## config.mk

```make
export PLATFORM = sky130hd
export DESIGN_NAME = servo_pwm_decoder
export DESIGN_NICKNAME = d
export VERILOG_FILES = /design/src/rtl/servo_pwm_decoder.sv
export SDC_FILE = /design/constraint.sdc
export NUM_CORES = 1
export LEC_CHECK = 0
export BUFFER_PORTS_ARGS = -buffer_cell sky130_fd_sc_hd__buf_2
export CAP_MARGIN = 30
export CORE_MARGIN = 2
export CORE_UTILIZATION = 42
export CTS_BUF_LIST = sky130_fd_sc_hd__clkbuf_8
export CTS_CLUSTER_DIAMETER = 120
export DETAILED_ROUTE_END_ITERATION = 10
export HOLD_SLACK_MARGIN = 0.03
export PLACE_DENSITY = 0.56
export SYNTH_ARGS = -nofsm -noshare
export SYNTH_HDL_FRONTEND = slang
export SYNTH_SLANG_ARGS = --single-unit
```

## constraint.sdc

```tcl
create_clock -name clk -period 4.8 [get_ports clk]
set_clock_uncertainty 0.2 [all_clocks]
set_input_delay 0.96 -clock clk [delete_from_list [all_inputs] [get_ports clk]]
set_output_delay 0.96 -clock clk [all_outputs]
set_load 0.03 [all_outputs]
```

## src/rtl/servo_pwm_decoder.sv

```systemverilog
`default_nettype none
// ============================================================================
// Module      : servo_pwm_decoder
// Description : Measures the high time of one servo PWM line in 10 us ticks
//               and decodes it back to the 3-bit angle code (1..5). Flags
//               out-of-window pulses, overlong pulses and loss of signal.
// Revision    : 1.0 - initial release
// ============================================================================
module servo_pwm_decoder #(
  parameter int TICK_CYCLES = 500,
  parameter int TOL         = 10,
  parameter int MAX_W       = 300,
  parameter int TIMEOUT     = 2500
) (
  input  logic       clk,
  input  logic       reset,
  input  logic       pwm_in,
  output logic [2:0] angle_code,
  output logic [8:0] width,
  output logic       valid,
  output logic       range_err,
  output logic       overlong,
  output logic       signal_lost
);

  localparam int c_PRE_W = (TICK_CYCLES > 1) ? $clog2(TICK_CYCLES) : 1;
  localparam int c_TO_W  = $clog2(TIMEOUT + 1);

  localparam logic [c_PRE_W-1:0] c_PRE_LAST = c_PRE_W'(TICK_CYCLES - 1);
  localparam logic [c_TO_W-1:0]  c_TO_MAX   = c_TO_W'(TIMEOUT);
  localparam logic [c_TO_W-1:0]  c_TO_LAST  = c_TO_W'(TIMEOUT - 1);
  localparam logic [8:0]         c_MAX_W    = 9'(MAX_W);
  localparam logic [8:0]         c_OVER_W   = 9'(MAX_W + 1);
  localparam logic [8:0]         c_CNT_SAT  = 9'h1FF;

  typedef enum logic [1:0] {
    S_SYNC     = 2'd0,
    S_ARMED    = 2'd1,
    S_HIGH     = 2'd2,
    S_CLASSIFY = 2'd3
  } state_t;

  logic               r_sync1;
  logic               r_sync2;
  logic               r_prev;
  logic               r_rise;
  logic               r_fall;
  logic [1:0]         r_fill;
  logic [c_PRE_W-1:0] r_pre;
  logic [c_TO_W-1:0]  r_to;
  logic [8:0]         r_cnt;
  state_t             r_state;

  logic               w_tick;
  logic               w_primed;
  logic [8:0]         w_cnt_next;
  logic               w_over;
  logic               w_to_hit;
  logic [2:0]         w_code;

  // The edge flags are held off until the synchronizer chain holds real
  // samples, so a line that is already high at reset release never looks
  // like a fresh rising edge.
  assign w_primed = (r_fill == 2'd3);

  // Synchronize the asynchronous input and register one-cycle edge flags.
  always_ff @(posedge clk or posedge reset) begin
    if (reset) begin
      r_sync1 <= 1'b0;
      r_sync2 <= 1'b0;
      r_prev  <= 1'b0;
      r_rise  <= 1'b0;
      r_fall  <= 1'b0;
      r_fill  <= 2'd0;
    end else begin
      r_sync1 <= pwm_in;
      r_sync2 <= r_sync1;
      r_prev  <= r_sync2;
      if (!w_primed) begin
        r_fill <= r_fill + 2'd1;
      end
      r_rise  <= w_primed & r_sync2 & ~r_prev;
      r_fall  <= w_primed & ~r_sync2 & r_prev;
    end
  end

  assign w_tick = (r_pre == c_PRE_LAST);

  // Free-running 10 us prescaler, realigned to every detected rising edge.
  always_ff @(posedge clk or posedge reset) begin
    if (reset) begin
      r_pre <= '0;
    end else if (r_rise || w_tick) begin
      r_pre <= '0;
    end else begin
      r_pre <= r_pre + 1'b1;
    end
  end

  // Width counter advances on ticks and saturates at the top of its range.
  assign w_cnt_next = (w_tick && (r_cnt != c_CNT_SAT)) ? (r_cnt + 9'd1) : r_cnt;
  assign w_over     = (w_cnt_next > c_MAX_W);

  // A rise in the same cycle as the timeout wins, so the loss is not flagged.
  assign w_to_hit = w_tick && (r_to == c_TO_LAST) && (r_state != S_HIGH) &&
                    !((r_state == S_ARMED) && r_rise);

  // Map the measured width to the code whose tolerance window contains it.
  always_comb begin
    w_code = 3'd0;
    for (int k = 1; k <= 5; k++) begin
      if (({1'b0, r_cnt} >= 10'(50 * k - TOL)) &&
          ({1'b0, r_cnt} <= 10'(50 * k + TOL))) begin
        w_code = 3'(k);
      end
    end
  end

  // Decoder state machine, timeout supervision and registered outputs.
  always_ff @(posedge clk or posedge reset) begin
    if (reset) begin
      r_state     <= S_SYNC;
      r_cnt       <= 9'd0;
      r_to        <= '0;
      angle_code  <= 3'd0;
      width       <= 9'd0;
      valid       <= 1'b0;
      range_err   <= 1'b0;
      overlong    <= 1'b0;
      signal_lost <= 1'b0;
    end else begin
      valid     <= 1'b0;
      range_err <= 1'b0;
      overlong  <= 1'b0;

      // Timeout only runs while no pulse is being measured.
      if ((r_state != S_HIGH) && w_tick && (r_to != c_TO_MAX)) begin
        r_to <= r_to + 1'b1;
      end
      if (w_to_hit) begin
        signal_lost <= 1'b1;
        angle_code  <= 3'd0;
      end

      case (r_state)
        S_SYNC: begin
          // Wait for a genuine low so a pulse already in progress is dropped.
          if (w_primed && !r_prev) begin
            r_state <= S_ARMED;
          end
        end
        S_ARMED: begin
          r_cnt <= 9'd0;
          if (r_rise) begin
            r_state     <= S_HIGH;
            r_to        <= '0;
            signal_lost <= 1'b0;
          end
        end
        S_HIGH: begin
          r_cnt <= w_cnt_next;
          if (w_over) begin
            overlong   <= 1'b1;
            angle_code <= 3'd0;
            width      <= c_OVER_W;
            r_state    <= S_SYNC;
          end else if (r_fall) begin
            r_state <= S_CLASSIFY;
          end
        end
        S_CLASSIFY: begin
          width      <= r_cnt;
          angle_code <= w_code;
          range_err  <= (w_code == 3'd0);
          valid      <= 1'b1;
          r_state    <= S_ARMED;
        end
        default: begin
          r_state <= S_SYNC;
        end
      endcase
    end
  end

endmodule
`default_nettype wire

```

==> metrics.cfg <==
[logic_synthesis]
synthArstFlopShare = 1.00
synth_cell_types = 55
yosysSeqAreaShare = 0.473
synth_area_leaders = dfrtp_1 47%, ha_1 4.7%, nor2_1 4.5%
synth_edf_count = 0
synthFlopType = dfrtp_1
yosys_warning_count = 0
yosysTopAreaCell = dfrtp_1
syn-cell-area_um2 = 2910
synth.top_cell.area_share = 0.473
synthCells = 292
synth.most_common_cell = dfrtp_1
yosys-top-cells-count = 55 x dfrtp_1, 35 x nor2_1, 26 x nand2_1
synth.avg_cell_area_um2 = 9.97
synth.net_count = 306
postSynthRegisterBits = 55

[grt]
groute.usage.overall = 0.168
pin_count_of_the_biggest_net_entering_global_routing = 56
number_of_antenna_violations_at_the_first_check_in_global_routing = 0
global_route_wire_length_before_repair_um = 10200
first_global_vias = 2128
globalRoute.totalOverflow = 0

[worst_setup_path]
timing.critical_path.slowest_stage_cell = dfrtp_1
timing.critical_path.to_type = flip-flop
worstSetupPathType = flip-flop to flip-flop
crit_path_cell_trace = and4_1 -> and2_1 -> and3_1 -> ha_1 -> nor2b_1 -> and4_4 -> mux2_4 -> a22o_1 -> o21ai_2 -> mux2_1 -> a32o_1
crit_required_ps = 4810
worst-path-max-fanout = 13
cp_top_family = simple AND/OR/NAND/NOR gates
worst_ep_arrival_time_ps = 3650
timing.critical_path.buf_inv = 0
path_depth = 11
worst-r2r-cell-count = 11
worst_setup_path_start_kind = flip-flop
max_stage_delay_ps = 540

[sta]
setup_viol_count_final = 0
post-route-min-period_ps = 3640
pin_slew_with_the_least_headroom_to_its_limit_ps = 733
final_hold_viol_count = 0
setup_slack_ps = 1160
layout_worst_path_cycle_share = 0.758
grt_setup_unrepaired = no
fin_hold_ws_ps = 158
timing.fmax_ghz = 0.275
totalNegativeSetupSlack_ps = 0
slew-limit-headroom = 0.511
timing_max_transition_violations_final = 0

[detailed_routing]
final_antenna_net_count = 0
avgViaCountPerCell = 5.49
route.detailed.wl_per_inst_um = 15.2
drt-pass1-iter-count = 4
detailedRoute.firstIterationViolations = 131
routed_wl_um = 5900
drc = 0
vias = 2129

[final_layout]
antenna_cells_inserted = 0
final_area_um2 = 3150
final_cell_count_no_fill = 388
layout-area-overhead-vs-synth_pct = 8.38
final_core_util = 0.467
layout.nets = 321
multiInputGateArea_um2 = 1430
nFillCells = 671
final-seq-area_um2 = 1380
final_layout_size_suffix_gt1_frac = 0.146

[cts]
cts_tree = done
clock_tree.buffer_depth = 2
clock_tree_sinks = 55
numCtsBuffers = 5
clock_tree.htree_level_count = 2
clk-insertion-delay-late_ps = 310
cts.hold.buffers_added = 0
post_cts_setup_repair_buffer_count = 0
clkSlewWorstSetupHoldPaths_ps = 110
cts_repair_resize_count = 0
ctsRootBufferMaster = clkbuf_8

[die]
top_level_ports = 19
chipWidth_um = 87.2
die_area_um2 = 7610
coreArea_um2 = 6760
placement_rows = 30
initial_core_util = 0.431
die_h_um = 87.2

[status]
status = finished clean

[pwr]
leakage_nw = 1.41
power.ir.vdd_worst_mv = 0.146
power_mw = 1.13
power.density_nw_per_um2 = 358

[placement]
post-dp-hpwl_um = 4080
post_dp_area_um2 = 3060
input_output_buffers = 18
pre_cts_slack_ps = 1190
gp_congestion = 0.940
number_of_instances_in_the_placed_design = 380

[worst_hold_path]
holdPathStages = 0
class_of_the_tightest_hold_or_removal_check = flip-flop to flip-flop

[flow_run]
max-cap-violations = 0

-- cell families after synthesis --
| group | after synthesis | synth area share |
|---|---|---|
| simple gates | 119 | 0.225 |
| compound gates | 55 | 0.136 |
| flops | 55 | 0.473 |
| buf+inv | 26 | 0.0348 |
| xor+xnor | 21 | 0.0632 |
| fa+ha+maj | 11 | 0.0473 |
| mux | 5 | 0.0206 |
-- where the power goes --
| group | internal, mW | switching [mW] | leakage [nW] |
|---|---|---|---|
| Combinational | 0.114 | 0.205 | 0.634 |
| Sequential | 0.512 | 0.0350 | 0.729 |
| Clock | 0.105 | 0.156 | 0.0485 |
-- area by class of cell --
class                           instances  area share
Tap cell                               80      0.0317
Clock buffer                            5      0.0218
Timing Repair Buffer                   19      0.0309
Inverter                               15      0.0179
Clock inverter                          3     0.00714
Multi-Input combinational cell        211       0.454
Sequential cell                        55       0.436
-- flip-flops by register name, indices dropped and copies added (netlist names) --
name / count
r_sync2: 1
r_rise: 1
angle_code: 3
r_sync1: 1
range_err: 1
r_cnt: 9
r_fall: 1
overlong: 1
r_fill: 2
width: 9
r_to: 12
signal_lost: 1
r_pre: 9
r_prev: 1
r_state: 2
valid: 1
-- path summary, 6_finish.rpt --
| path | startpoint | end | slack [ps] |
|---|---|---|---|
| setup reg to reg | r_cnt[5] | r_state[1] | 1160 |
| hold reg to reg | r_sync1 | r_sync2 | 160 |
| min in group asynchronous | reset | r_to[1] | 610 |
| setup / recovery | r_cnt[5] | r_state[1] | 1160 |
| hold / removal | r_sync1 | r_sync2 | 160 |
| max in group asynchronous | reset | r_cnt[8] | 3310 |
-- cells in the final DEF (no fill, tap or decap), types with 2 or more instances in the layout --
| cell | n |
|---|---|
| o31a_1 | 2 |
| xnor2_1 | 11 |
| and4_1 | 5 |
| a32o_1 | 2 |
| ha_1 | 11 |
| a21oi_1 | 7 |
| clkbuf_8 | 5 |
| a31oi_1 | 5 |
| nor2_1 | 35 |
| o32a_1 | 5 |
| nand4_1 | 8 |
| nor3_1 | 4 |
| o21ai_0 | 15 |
| nand2_1 | 26 |
| nor2b_1 | 5 |
| o22ai_1 | 2 |
| nand3_1 | 7 |
| o211ai_1 | 2 |
| inv_1 | 14 |
| buf_2 | 18 |
| mux2_2 | 3 |
| xor2_1 | 10 |
| dfrtp_1 | 55 |
| a22o_1 | 6 |
| a31o_2 | 2 |
| nand2b_1 | 3 |
| and3_1 | 5 |
| and2_1 | 3 |
-- routing by layer --
layer,up-vias,track usage,routed length (um)
met4,0,0.0517,74
met5,-,0,0
met3,7,0.0332,166
li1,1064,-,-
met1,1023,0.239,2970
met2,35,0.258,2690
-- worst reg2reg max path, delay by kind of cell, from the launching register on --
kind                       cells  cell delay (ps)
AOI/OAI and AO/OA              3              710
adders and majority gates      1              280
DFF                            1              540
muxes                          2              660
and+or+nand+nor                5             1130
No activity file was read; power rests on OpenSTA's default activity.
